File: src/rtl/serial_subtractor_pkg.sv
// Shared types and sizing helpers for the bit-serial subtractor.
package serial_sub_pkg;

    typedef enum logic [1:0] {
        IDLE  = 2'd0,
        SHIFT = 2'd1,
        DONE  = 2'd2
    } state_t;

    // Bit counter width; the counter only has to reach WIDTH-1.
    function automatic int count_width(input int width);
        return (width < 2) ? 1 : $clog2(width);
    endfunction

endpackage

File: src/rtl/serial_subtractor_if.sv
// Request/result bundle for the bit-serial subtractor.
interface serial_subtractor_if #(
    parameter int WIDTH = 8
) ();
    logic             start;
    logic [WIDTH-1:0] a;
    logic [WIDTH-1:0] b;
    logic             busy;
    logic             done;
    logic [WIDTH-1:0] diff;
    logic             borrow_out;
    logic             overflow;

    modport master (
        output start, a, b,
        input  busy, done, diff, borrow_out, overflow
    );

    modport slave (
        input  start, a, b,
        output busy, done, diff, borrow_out, overflow
    );
endinterface

File: src/rtl/serial_subtractor_full_subtractor.sv
// One-bit full subtractor cell: two half-subtractor stages plus an OR on
// the stage borrows, the same shape as the full-adder cell.
module full_subtractor (
    input  logic x,
    input  logic y,
    input  logic bin,
    output logic d,
    output logic bout
);
    logic w_hs0_d;
    logic w_hs0_b;
    logic w_hs1_b;

    // First half subtractor: x - y.
    assign w_hs0_d = x ^ y;
    assign w_hs0_b = ~x & y;

    // Second half subtractor: (x - y) - bin.
    assign d       = w_hs0_d ^ bin;
    assign w_hs1_b = ~w_hs0_d & bin;

    assign bout    = w_hs0_b | w_hs1_b;
endmodule

File: src/rtl/serial_subtractor.sv
// Bit-serial two's-complement subtractor, diff = a - b, LSB first.
//
//   state | meaning
//   IDLE  | waiting for start
//   SHIFT | one operand bit pair processed per edge
//   DONE  | result just registered, done asserted; start is accepted here
module serial_subtractor
    import serial_sub_pkg::*;
#(
    parameter int WIDTH = 8
) (
    input  logic               clk,
    input  logic               rst_n,
    serial_subtractor_if.slave bus
);
    localparam int             CW   = count_width(WIDTH);
    localparam logic [CW-1:0]  LAST = CW'(WIDTH - 1);

    state_t           r_state;
    state_t           w_state_next;
    logic [CW-1:0]    r_count;
    logic [WIDTH-1:0] r_sa;
    logic [WIDTH-1:0] r_sb;
    logic [WIDTH-1:0] r_res;
    logic             r_bor;
    logic             r_a_msb;
    logic             r_b_msb;
    logic [WIDTH-1:0] r_diff;
    logic             r_borrow_out;
    logic             r_overflow;

    logic             w_d;
    logic             w_bout;
    logic             w_accept;
    logic             w_last;

    assign w_accept = ((r_state == IDLE) || (r_state == DONE)) && bus.start;
    assign w_last   = (r_state == SHIFT) && (r_count == LAST);

    full_subtractor u_cell (
        .x    (r_sa[0]),
        .y    (r_sb[0]),
        .bin  (r_bor),
        .d    (w_d),
        .bout (w_bout)
    );

    // FSM state register.
    always_ff @(posedge clk or negedge rst_n) begin
        if (!rst_n) begin
            r_state <= IDLE;
        end else begin
            r_state <= w_state_next;
        end
    end

    // FSM next-state decode; start is ignored while shifting.
    always_comb begin
        w_state_next = r_state;
        case (r_state)
            IDLE:    if (bus.start) w_state_next = SHIFT;
            SHIFT:   if (r_count == LAST) w_state_next = DONE;
            DONE:    w_state_next = bus.start ? SHIFT : IDLE;
            default: w_state_next = IDLE;
        endcase
    end

    // Operand capture, serial shifting, borrow chain and bit counter.
    always_ff @(posedge clk or negedge rst_n) begin
        if (!rst_n) begin
            r_sa    <= '0;
            r_sb    <= '0;
            r_res   <= '0;
            r_bor   <= 1'b0;
            r_count <= '0;
            r_a_msb <= 1'b0;
            r_b_msb <= 1'b0;
        end else if (w_accept) begin
            r_sa    <= bus.a;
            r_sb    <= bus.b;
            r_bor   <= 1'b0;
            r_count <= '0;
            r_a_msb <= bus.a[WIDTH-1];
            r_b_msb <= bus.b[WIDTH-1];
        end else if (r_state == SHIFT) begin
            r_sa  <= r_sa >> 1;
            r_sb  <= r_sb >> 1;
            r_res <= {w_d, r_res[WIDTH-1:1]};
            r_bor <= w_bout;
            // Hold on the last bit so a power-of-two WIDTH never wraps.
            if (!w_last) begin
                r_count <= r_count + 1'b1;
            end
        end
    end

    // Result registers change only on the completion edge.
    always_ff @(posedge clk or negedge rst_n) begin
        if (!rst_n) begin
            r_diff       <= '0;
            r_borrow_out <= 1'b0;
            r_overflow   <= 1'b0;
        end else if (w_last) begin
            r_diff       <= {w_d, r_res[WIDTH-1:1]};
            r_borrow_out <= w_bout;
            r_overflow   <= (r_a_msb ^ r_b_msb) & (r_a_msb ^ w_d);
        end
    end

    assign bus.busy       = (r_state == SHIFT);
    assign bus.done       = (r_state == DONE);
    assign bus.diff       = r_diff;
    assign bus.borrow_out = r_borrow_out;
    assign bus.overflow   = r_overflow;
endmodule

File: src/flat_wrapper.sv
// flat-port wrapper written by rule: the top's interface ports become plain ports
module serial_subtractor_flat import serial_sub_pkg::*;
#(
    parameter int WIDTH = 8
)
  (clk, rst_n, bus_start, bus_a, bus_b, bus_busy, bus_done, bus_diff, bus_borrow_out, bus_overflow);
  serial_subtractor_if #(.WIDTH(WIDTH)) bus_i ();
  input  logic clk;
  input  logic rst_n;
  input wire logic [$bits(bus_i.start)-1:0] bus_start;
  input wire logic [$bits(bus_i.a)-1:0] bus_a;
  input wire logic [$bits(bus_i.b)-1:0] bus_b;
  output wire logic [$bits(bus_i.busy)-1:0] bus_busy;
  output wire logic [$bits(bus_i.done)-1:0] bus_done;
  output wire logic [$bits(bus_i.diff)-1:0] bus_diff;
  output wire logic [$bits(bus_i.borrow_out)-1:0] bus_borrow_out;
  output wire logic [$bits(bus_i.overflow)-1:0] bus_overflow;
  assign bus_i.start = bus_start;
  assign bus_i.a = bus_a;
  assign bus_i.b = bus_b;
  assign bus_busy = bus_i.busy;
  assign bus_done = bus_i.done;
  assign bus_diff = bus_i.diff;
  assign bus_borrow_out = bus_i.borrow_out;
  assign bus_overflow = bus_i.overflow;
  serial_subtractor #(.WIDTH(WIDTH)) u_core (.clk(clk), .rst_n(rst_n), .bus(bus_i));
endmodule
File: config.mk
export PLATFORM = sky130hd
export DESIGN_NAME = serial_subtractor_flat
export DESIGN_NICKNAME = d
export VERILOG_FILES = /design/src/rtl/serial_subtractor_pkg.sv /design/src/rtl/serial_subtractor_if.sv /design/src/rtl/serial_subtractor_full_subtractor.sv /design/src/rtl/serial_subtractor.sv /design/src/flat_wrapper.sv
export SDC_FILE = /design/constraint.sdc
export NUM_CORES = 1
export LEC_CHECK = 0
export CAP_MARGIN = 5
export CELL_PAD_IN_SITES_DETAIL_PLACEMENT = 0
export CELL_PAD_IN_SITES_GLOBAL_PLACEMENT = 1
export CORE_MARGIN = 4
export CORE_UTILIZATION = 35
export CTS_CLUSTER_SIZE = 28
export DETAILED_ROUTE_END_ITERATION = 10
export PLACE_DENSITY = 0.78
export REMOVE_ABC_BUFFERS = 1
export SYNTH_ARGS = -nofsm -noshare
export SYNTH_HDL_FRONTEND = slang
export SYNTH_HIERARCHICAL = 1
export SYNTH_SLANG_ARGS = --single-unit
export TNS_END_PERCENT = 20
File: constraint.sdc
create_clock -name clk -period 1.4 [get_ports clk]
set_input_delay 0.14 -clock clk [delete_from_list [all_inputs] [get_ports clk]]
set_output_delay 0.14 -clock clk [all_outputs]
set_load 0.01 [all_outputs]
; ---- Word level (Yosys, flattened, before mapping)
; Index checks and enable logic that the tools add are counted.
[classes]
add_sub_neg = 1
eq_ne = 6
mux = 13
n_bitwise = 11
reduce_logical = 8
[op_table]
columns = cell, n
row1 = $mux W8, 4
row2 = $mux W3, 3
row3 = $pmux W2 S3, 1
row4 = $reduce_and A2 Y1, 3
row5 = $mux W2, 2
row6 = $ne A2 B1 Y1 const B, 2
row7 = $xor A1 B1 Y1, 4
row8 = $add A3 B1 Y3 const B, 1
row9 = $and A1 B1 Y1, 3
row10 = $eq A3 B3 Y1 const B, 1
row11 = $mux W1, 3
row12 = $not A1 Y1, 3
row13 = $eq A2 B1 Y1 const B, 1
row14 = $eq A2 B2 Y1 const B, 1
row15 = $logic_and A1 B1 Y1, 2
row16 = $logic_not A2 Y1, 1
row17 = $ne A2 B2 Y1 const B, 1
row18 = $reduce_bool A2 Y1, 1
row19 = $logic_or A1 B1 Y1, 1
row20 = $or A1 B1 Y1, 1
[totals]
regBits = 42
input_bits = 19
elab_cells = 50

; ---- Longest topological paths before layout
; Gate-level depths: netlist (run 1).
[logic_depth]
word_depth = 6
ltp_mapped = 6
mapped_depth_nobuf = 5

; ---- By module
; Netlist (run 1), hierarchy kept.
[by_module_without_submodules]
columns = mod, n_inst, cells_each, area_each_um2, seq_area_each_um2
row1 = serial_subtractor, 1, 167, 1719.1, 1026.0
row2 = full_subtractor, 1, 4, 31.3, 0.0

; ---- Worst setup path after synthesis (run 1)
; OpenSTA, ideal clock, no wires.
[synth_timing]
path_kind = flip-flop to flip-flop
startpoint = register u_core.r_count[0]
endpoint = register u_core.r_borrow_out (netlist: u_core/bus.borrow_out)
arrival_time_ns = 1.417
required_time_ns = 1.275
slack_ns = -0.142
stages_incl_launch_ff = 6
path_buffers = 1
synth_period_minus_slack_ns = 1.542
path_cell_list = dfrtp_1 -> ha_1 -> ha_1 -> nand3b_1 -> buf_4 -> mux2_2
[synth_via]
elab_chain_len = 2
[synth_lines]
columns = element, line_no
row1 = "start, declared", serial_subtractor.sv:21  ; logic [CW-1:0] r_count;
row2 = "start signal, assigned", serial_subtractor.sv:92  ; r_count <= r_count + 1'b1;
row3 = $eq A3 B3 Y1, serial_subtractor.sv:38  ; assign w_last = (r_state == SHIFT) && (r_count == LAST);
row4 = $logic_and A1 B1 Y1, serial_subtractor.sv:38
row5 = "end signal, assigned", serial_subtractor.sv:105  ; r_borrow_out <= w_bout;
row6 = "end, declared", serial_subtractor.sv:29  ; logic r_borrow_out;
; No other way between the ends.
; A chain may end at the register's enable or synchronous reset.

; ---- Final worst setup path (run 1)
[layout_timing]
startpoint = register u_core.r_count[1]
endpoint = register u_core.r_diff[4] (netlist: u_core/bus.diff[4])
[layout_via]
elab_chain_len = 2
[layout_lines]
columns = element, line_no
row1 = $eq A3 B3 Y1, serial_subtractor.sv:38
row2 = $logic_and A1 B1 Y1, serial_subtractor.sv:38
row3 = "end signal, assigned", serial_subtractor.sv:104  ; r_diff <= {w_d, r_res[WIDTH-1:1]};
row4 = "end, declared", serial_subtractor.sv:28  ; logic [WIDTH-1:0] r_diff;
; No other way between the ends.

==> results of run 1 <==
-- placed cells by master (no fill, tap or decap), drive strengths merged, types with 2 or more instances in the layout --
master         count
nor2              13
nand2             53
nand2b             2
a21oi              3
a31oi             10
ha                 2
inv                5
a22oi              3
nand3              3
dfrtp             41
nor2b              3
o21ai              4
a22o               3
mux2               9
clkdlybuf4s50     27
clkbuf             7
nor3b              2
buf               16
-- cells by family (layout without fill, tap and decap cells) --
kind of cell,Yosys count,after routing,share of synthesized area [%]
flip-flops,41,41,58.61
adder cells (fa/ha/maj),3,3,2.573
AO/OA/AOI/OAI,24,24,8.721
buffers and inverters,15,58,5.146
AND/OR/NAND/NOR,78,78,18.66
XOR/XNOR,1,1,0.5004
multiplexers,9,9,5.790
-- flip-flops by register name, summed over array words and instances (netlist names) --
name	cells
u_core/r_sa	8
u_core/r_count	3
u_core/r_state	2
u_core/r_sb	8
u_core/r_res	7
u_core/r_a_msb	1
u_core/bus.overflow	1
u_core/bus.diff	8
u_core/r_bor	1
u_core/bus.borrow_out	1
u_core/r_b_msb	1
-- power by group through the flow --
stage | Sequential, W | Clock, W | Combinational [W]
2_1_floorplan | 0.00203 | 0 | 0.00111
3_3_place_gp | 0.00202 | 0 | 0.00199
3_5_place_dp | 0.00203 | 0 | 0.00202
4_1_cts | 0.00202 | 0.000802 | 0.00204
5_1_grt | 0.00210 | 0.000841 | 0.00232
6_report | 0.00202 | 0.000766 | 0.00206
-- final cells by class --
| type | count | area (sq um) | area share [%] |
|---|---|---|---|
| Sequential cell | 41 | 1026 | 43.97 |
| Multi-Input combinational cell | 115 | 674.4 | 28.90 |
| Timing Repair Buffer | 46 | 441.7 | 18.93 |
| Clock buffer | 7 | 86.33 | 3.700 |
| Tap cell | 67 | 83.83 | 3.592 |
| Inverter | 5 | 21.27 | 0.9115 |
-- layer usage --
| metal | up-vias | part of all wire [%] | wire length [microns] | track usage (%) |
|---|---|---|---|---|
| li1 | 646 | - | - | - |
| met1 | 618 | 47 | 1587 | 13.99 |
| met2 | 32 | 45 | 1527 | 18.34 |
| met3 | 7 | 6.6 | 225 | 5.215 |
| met4 | 0 | 1.3 | 45 | 3.671 |
| met5 | - | 0 | 0 | 0 |
-- timing repair --
action | in CTS | in global routing
resized for setup | 5 | 6
pin swaps | 2 | 0
endpoints found under the hold margin | 16 | 0
cloned | 0 | 0
hold buffers | 1 | 0
setup endpoints to repair | 14 | 14
-- worst paths after layout --
| check | endpoint | start | cells after the start | slack [ps] |
|---|---|---|---|---|
| max | u_core/bus.diff[4]$_DFFE_PN0P_ | u_core/r_count[1]$_DFFE_PN0P_ | 5 | -70 |
| min | u_core/r_res[4]$_DFFE_PN0P_ | rst_n | 2 | 300 |
| max reg2reg | u_core/bus.diff[4]$_DFFE_PN0P_ | u_core/r_count[1]$_DFFE_PN0P_ | 5 | -70 |
| min reg2reg | u_core/r_res[1]$_DFFE_PN0P_ | u_core/r_res[1]$_DFFE_PN0P_ | 2 | 480 |
| max in group asynchronous | u_core/r_sb[7]$_DFFE_PN0P_ | rst_n | 3 | 640 |
| min in group clk | u_core/r_b_msb$_DFFE_PN0P_ | bus_b[7] | 3 | 420 |
-- cell usage after synthesis, drive strengths merged --
library cell	n
dfrtp	41
clkbuf	1
a22oi	3
nor3b	2
a22o	3
nand2	53
o21ai	4
ha	2
a31oi	10
mux2	9
inv	5
nor2	13
nor2b	3
nand3b	1
xnor2	1
a21oi	3
nor3	1
nand3	3
buf	9
o22ai	1
nand2b	2
fa	1
-- stage by stage --
| stage | area (sq um) | hold WS [ps] | cells |
|---|---|---|---|
| 2_1_floorplan | 1682 | -155.6 | 161 |
| 3_3_place_gp | 2198 | 90.67 | 273 |
| 3_5_place_dp | 2198 | 89.87 | 273 |
| 4_1_cts | 2305 | 310.9 | 281 |
| 5_1_grt | 2333 | 345.1 | 281 |
| 6_report | 2333 | 299.9 | 281 |
==> results.md, run 1 <==
- Row count: 25
- Critical Path End Type: register
- Int Pwr: 0.003199 W
- Pre-CTS WS: -116.0 ps
- Total CTS buffers: 5
- Worst skew pair latency: approximately 290 ps
- Drt wl/cell: roughly 12 microns
- FILL cells: 455
- Htree depth: 2
- CTS tree: yes
- Root buffer cell: clkbuf_8
- Period minus WS final: roughly 1500 ps
- Reg power frac: between 40% and 50%
- Max frequency: 680.7 MHz
- Vias post-DR: about 1300
- Outcome: complete, but fails checks
- Crit path arrival time: about 1700 ps
- Worst Setup Start Kind: register
- Starting Density: between 30% and 40%
- P&R area growth vs syn: 33.31%
- Setup Skew: between 3 and 4 ps
- Largest net degree at the start of global routing: 26
- Worst path buffer plus inverter count: 1
- Power Dens Cells: 2078 nW/um^2
- Max Slew Vio Count: 0
- First-pass GRT wire length: about 5500 microns
- Synth area leaders: dfrtp_1, nand2_1, mux2_2
- Nets: 236
- Port Buf Inserts: 30
- Delay-heaviest family, CP: flip-flops
- Final design utilization: ~50%
- Worst hold-check path type: in2async
- Clk buf depth: 2
- RSZ-0062 raised after global routing: yes
- Distinct cells, synth: 26
- Logic pwr share: between 40% and 50%
- Cell taking the most area after synthesis: dfrtp_1
- Final GP Congestion: 0.7162
- Largest stage delay on the critical path: 390 ps
- DRT antenna net count: 0
- Violated checks: negative setup slack
- Max Cap Viol: 0
- GRT Total Usage: 11.54%
- Fin crit share: 104.9%
- Die height: roughly 80 microns
- I/O Pins: 31
- Slew @ Worst Pin: a little under 400 ps
- Die area: 6197 sq um
- Hpwl dp: about 2400 microns
- Setup TNS Final: -546.2 ps
- Rel. slew slack: about three quarters
- Switching power share of the total: approximately a third
- Mapped Area: around 1800 sq um
- CP Class: reg2reg
- Post-synthesis sequential area ratio: between 50 and 60%
- Synth top area share: between 50% and 60%
- P_leak: around 1.1 nW
- Clock Power Share: between 10% and 20%
- Sink Count: about 40
- Worst-path maximum fanout: 12
- Max IR drop VDD: approximately 0.73 mV
- CTS clock-pin slew for the worst setup and hold paths: around 70 ps
- Via-to-Cell Ratio: roughly 4.6
- Critical-path cell list: ha_2 -> ha_4 -> nand3b_1 -> buf_12 -> mux2_2
- Remaining Overflow, GRT: 0
- Slowest-stage cell, CP: dfrtp_1
- CORE AREA: 4786 sq um
- Setup WS post-layout: -69.15 ps
- Layout cell share with drive strength beyond 1: between 10% and 20%
- Die width: 78.72 microns
- Setup Viol. Count Final: 10
- Synth Area per Inst: 10.24 sq um
- Vias in the first global route: about 1200
- Initial DRC count: 50
- NetSw: about 0.0017 W
- Pwr Total: slightly below 0.005 W
- WP data required: 1580 ps
- Postcts setup bufs: 0
- Seq cells post-synth: 41
- DRT Wirelength: between 3000 and 4000 microns
- Diode count: 0
- Detailed Routing Iterations Pass 1: 4
- # DRC: 0
- Post-Synthesis Cells: 171
- Final Hold Viols: 0
- Yosys warns: 6
- Initial antenna violation count: 0
Power figures use the tool's default switching activity.
==> inputs of run 2 (changes only) <==
--- a/config.mk
+++ b/config.mk
@@ -12,6 +12,7 @@
 export CORE_UTILIZATION = 35
 export CTS_CLUSTER_SIZE = 28
 export DETAILED_ROUTE_END_ITERATION = 10
+export MAX_ROUTING_LAYER = met4
 export PLACE_DENSITY = 0.78
 export REMOVE_ABC_BUFFERS = 1
 export SYNTH_ARGS = -nofsm -noshare
==> results.md, run 2 (synthesized netlist as in run 1, its figures left out) <==
- Crit path arrival time: ~1700 ps
- Total CTS buffers: 5
- CTS tree: yes
- Slowest-stage cell, CP: dfrtp_1
- RSZ-0062 raised after global routing: yes
- Row count: 25
- Root buffer cell: clkbuf_8
- Diode count: 0
- Final design utilization: between 40% and 50%
- NetSw: ~0.0017 W
- Port Buf Inserts: 30
- Reg power frac: around two fifths
- First-pass GRT wire length: 5506 microns
- Largest net degree at the start of global routing: 26
- Switching power share of the total: between 30% and 40%
- CP Class: reg2reg
- Worst hold-check path type: in2async
- Clock Power Share: 15.8%
- Vias post-DR: around 1300
- Nets: 236
- Int Pwr: 0.003199 W
- # DRC: 0
- Sink Count: 41
- Setup TNS Final: -546.3 ps
- Layout cell share with drive strength beyond 1: about 17%
- Most frequent cells in the layout: nand2_1, dfrtp_1, clkdlybuf4s50_1
- Starting Density: 36.58%
- Htree depth: 2
- Pre-CTS WS: -116.0 ps
- Via-to-Cell Ratio: between 4 and 5
- Outcome: complete, but fails checks
- Setup Skew: ~3.7 ps
- Slew @ Worst Pin: around 390 ps
- Die width: approximately 80 microns
- CTS clock-pin slew for the worst setup and hold paths: 70 ps
- CORE AREA: 4786 sq um
- Commonest non-fill, non-tap cell in the layout: nand2_1
- Fin crit share: 104.9%
- Max Slew Vio Count: 0
- Setup WS post-layout: -69.17 ps
- Top sig layer: met4
- Worst skew pair latency: around 290 ps
- Max Cap Viol: 0
- Worst Setup Start Kind: register
- P_leak: between 1 and 1.5 nW
- Initial antenna violation count: 0
- DRT Wirelength: between 3000 and 4000 microns
- Hpwl dp: ~2400 microns
- Final GP Congestion: 0.7246
- Worst-path maximum fanout: 12
- Period minus WS final: around 1500 ps
- Final Hold Viols: 0
- Die area: approximately 6200 sq um
- DRT antenna net count: 0
- Die height: a little under 80 microns
- Largest stage delay on the critical path: between 300 and 400 ps
- Postcts setup bufs: 0
- GRT Total Usage: about an eighth
- Met1 wire length: 1611 microns
- Initial DRC count: 50
- P&R area growth vs syn: 33.31%
- I/O Pins: 31
- Rel. slew slack: 73.75%
- Post-route cell area: 2333 sq um
- Met3 wire length: about 200 microns
- WP data required: 1580 ps
- Post-DP Area: approximately 2200 sq um
- Clk buf depth: 2
- Detail Route met2 WL: about 1500 microns
- Setup Viol. Count Final: 10
- Critical Path End Type: register
- Power Dens Cells: roughly 2100 nW/um^2
- FF-to-FF setup slack: -70 ps
- Max IR drop VDD: 0.7317 mV
- Remaining Overflow, GRT: 0
- Drt wl/cell: around 12 microns
- Logic pwr share: a little over two fifths
- Critical-path cell list: ha_2 -> ha_4 -> nand3b_1 -> buf_12 -> mux2_2
- Max frequency: between 600 and 700 MHz
- Vias in the first global route: ~1200
- Detailed Routing Iterations Pass 1: 4
- Violated checks: negative setup slack
==> run 2: layer usage <==
metal / vias to the layer above / global-route usage (%)
met5: - / -
met4: 0 / 3.671
met3: 7 / 4.762
met1: 620 / 14.29
met2: 32 / 18.34
li1: 646 / -
==> run 2: through the flow <==
stage / hold WS (ps) / instances / power (W)
after floorplan: -155.6 / 161 / 0.003141
after global placement: 90.67 / 273 / 0.004009
after detailed placement: 89.87 / 273 / 0.004055
after CTS: 310.9 / 281 / 0.004859
after global routing: 345.1 / 281 / 0.005260
final: 299.8 / 281 / 0.004851
==> run 2: power groups by stage <==
stage	registers, W	clock network [W]	logic (W)
after floorplan	0.00203	0	0.00111
after global placement	0.00202	0	0.00199
after detailed placement	0.00203	0	0.00202
after CTS	0.00202	0.000802	0.00204
after global routing	0.00210	0.000841	0.00232
final	0.00202	0.000766	0.00206
==> run 2: worst paths after layout <==
path | startpoint | endpoint | depth (start not counted)
setup / recovery | u_core/r_count[1]$_DFFE_PN0P_ | u_core/bus.diff[4]$_DFFE_PN0P_ | 5
hold / removal | rst_n | u_core/r_res[4]$_DFFE_PN0P_ | 2
setup reg to reg | u_core/r_count[1]$_DFFE_PN0P_ | u_core/bus.diff[4]$_DFFE_PN0P_ | 5
hold reg to reg | u_core/r_res[1]$_DFFE_PN0P_ | u_core/r_res[1]$_DFFE_PN0P_ | 2
max in group asynchronous | rst_n | u_core/r_sb[7]$_DFFE_PN0P_ | 3
min in group clk | bus_b[7] | u_core/r_b_msb$_DFFE_PN0P_ | 3
==> run 2: repair_timing <==
item                                   4_1_cts  5_1_grt
setup endpoints to repair                   14       14
endpoints found under the hold margin       16        0
resized for setup                            5        6
pin swaps                                    2        0
hold buffers                                 1        0
==> run 2: cell type report <==
type / count / area, sq um
clock buffers: 7 / 86.33
fillers: 455 / 2452
inverters: 5 / 21.27
multi-input cells: 115 / 674.4
flip-flops and latches: 41 / 1026
well taps: 67 / 83.83
repair buffers: 46 / 441.7
==> run 2: critical path, delay by kind of cell (launching register included) <==
kind	cells	cell delay, ps
muxes	1	330
adders and majority gates	2	350
buffers and inverters	1	160
DFF	1	390
and+or+nand+nor	1	130
==> inputs of run 3 (changes only) <==
--- a/config.mk
+++ b/config.mk
@@ -15,6 +15,7 @@
 export MAX_ROUTING_LAYER = met4
 export PLACE_DENSITY = 0.78
 export REMOVE_ABC_BUFFERS = 1
+export SETUP_SLACK_MARGIN = 0.3
 export SYNTH_ARGS = -nofsm -noshare
 export SYNTH_HDL_FRONTEND = slang
 export SYNTH_HIERARCHICAL = 1
==> results.md, run 3 (synthesized netlist as in run 1, its figures left out) <==
- Max IR drop VDD: around 0.83 mV
- Die area: between 6000 and 7000 sq um
- Worst skew pair latency: slightly below 300 ps
- Worst Setup Start Kind: register
- Total CTS buffers: 5
- Max Cap Viol: 0
- Crit path arrival time: between 1500 and 2000 ps
- Htree depth: 2
- Setup Viol. Count Final: 12
- Setup Skew: 4.809 ps
- Initial DRC count: 51
- P_leak: 1.223 nW
- Die width: approximately 79 microns
- # DRC: 0
- WP data required: 1580 ps
- Detailed Routing Iterations Pass 1: 4
- CP Class: reg2reg
- DRT antenna net count: 0
- Vias in the first global route: around 1300
- Max frequency: ~660 MHz
- Setup WS post-layout: -115.0 ps
- Via-to-Cell Ratio: just under 5
- Pwr Total: about 0.0054 W
- Initial antenna violation count: 0
- CTS tree: yes
- Final design utilization: a little under three fifths
- Drt wl/cell: ~13 microns
- I/O Pins: 31
- Most frequent cells in the layout: nand2_1, dfrtp_1, clkdlybuf4s50_1
- Worst hold-check path type: in2async
- Port Buf Inserts: 30
- Vias post-DR: approximately 1400
- Critical Path End Type: register
- Worst-path maximum fanout: 6
- Pre-CTS WS: -116.0 ps
- Rel. slew slack: between 70% and 80%
- Slew @ Worst Pin: 392.8 ps
- Final Hold Viols: 0
- Layout cell share with drive strength beyond 1: a little over a third
- Post-route insts no fill: 286
- Diode count: 0
- Starting Density: a little over a third
- Die height: 78.72 microns
- Period minus WS final: 1515 ps
- Violated checks: negative setup slack
- P&R area growth vs syn: 51.39%
- FILL cells: a little over 400
- Clk buf depth: 2
- First-pass GRT wire length: around 5900 microns
- CORE AREA: 4786 sq um
- Power Dens Cells: between 2000 and 2500 nW/um^2
- RSZ-0062 raised after global routing: yes
- CTS clock-pin slew for the worst setup and hold paths: 70 ps
- Placed Cells: ~270
- Commonest non-fill, non-tap cell in the layout: nand2_1
- Final GP Congestion: just over 0.7
- Fin crit share: 108.2%
- Sink Count: just over 40
- DRT Wirelength: about 3700 microns
- Max Slew Vio Count: 0
- Hold_ws: around 300 ps
- Outcome: complete, but fails checks
- Largest net degree at the start of global routing: 26
- Root buffer cell: clkbuf_8
- Hpwl dp: between 2000 and 2500 microns
- GRT Total Usage: 12.63%
- Row count: 25
- Remaining Overflow, GRT: 0
- Nets: roughly 240
[run 3: stage by stage]
stage / TNS, ps / area, sq um
CTS: -989.5 / 2420
detailed placement: -1197 / 2198
global placement: -650.7 / 2198
finish: -976.1 / 2650
global route: -1920 / 2650
floorplan: -3234 / 1682
[run 3: path summary, 6_finish.rpt]
check                           slack, ps  depth (start not counted)                     startpoint                             end
min in group clk                      440                          3                       bus_b[2]      u_core/r_sb[2]$_DFFE_PN0P_
worst min-delay path                  300                          2                          rst_n  u_core/bus.diff[6]$_DFFE_PN0P_
worst min register to register        490                          2    u_core/r_res[1]$_DFFE_PN0P_     u_core/r_res[1]$_DFFE_PN0P_
worst max register to register       -120                          6  u_core/r_count[0]$_DFFE_PN0P_  u_core/bus.diff[3]$_DFFE_PN0P_
max in group asynchronous             640                          3                          rst_n      u_core/r_a_msb$_DFFE_PN0P_
worst max-delay path                 -120                          6  u_core/r_count[0]$_DFFE_PN0P_  u_core/bus.diff[3]$_DFFE_PN0P_
[run 3: area by class of cell]
| class | count | area, sq um | area share (%) |
|---|---|---|---|
| timing repair buffer | 51 | 561.8 | 21.20 |
| clock buffer | 7 | 86.33 | 3.258 |
| multi-input combinational | 115 | 868.3 | 32.77 |
| sequential | 41 | 1026 | 38.72 |
| tap | 67 | 83.83 | 3.163 |
| inverter | 5 | 23.77 | 0.8971 |
[run 3: worst max-delay path: stages, from the launching register on]
cell and delay (ps):
dfrtp_1 380, ha_2 200, ha_4 150, nand3b_1 130, buf_6 120, buf_12 110, mux2_4 300
[run 3: routing by layer]
layer  track usage [%]  part of all wire (%)  up-vias
li1                  -                     -      667
met1             15.30                    46      680
met2             19.78                    48       26
met3             4.762                   4.8        7
met4             3.671                   1.2        0
met5                 -                     0        -
[run 3: power by group]
group,total [W],internal [W],switching [W]
Combinational,0.00257,0.00139,0.00118
Sequential,0.00208,0.00172,0.000356
Clock,0.000770,0.000391,0.000379
[run 3: repair_timing]
item                                    4_1_cts  5_1_grt
pin swaps                                     4       31
buffers inserted                              4        0
endpoints found under the setup margin       50       42
hold buffers                                  1        0
hold endpoints to repair                     16        0
gates resized for setup                      48       65
gates cloned                                  1        0
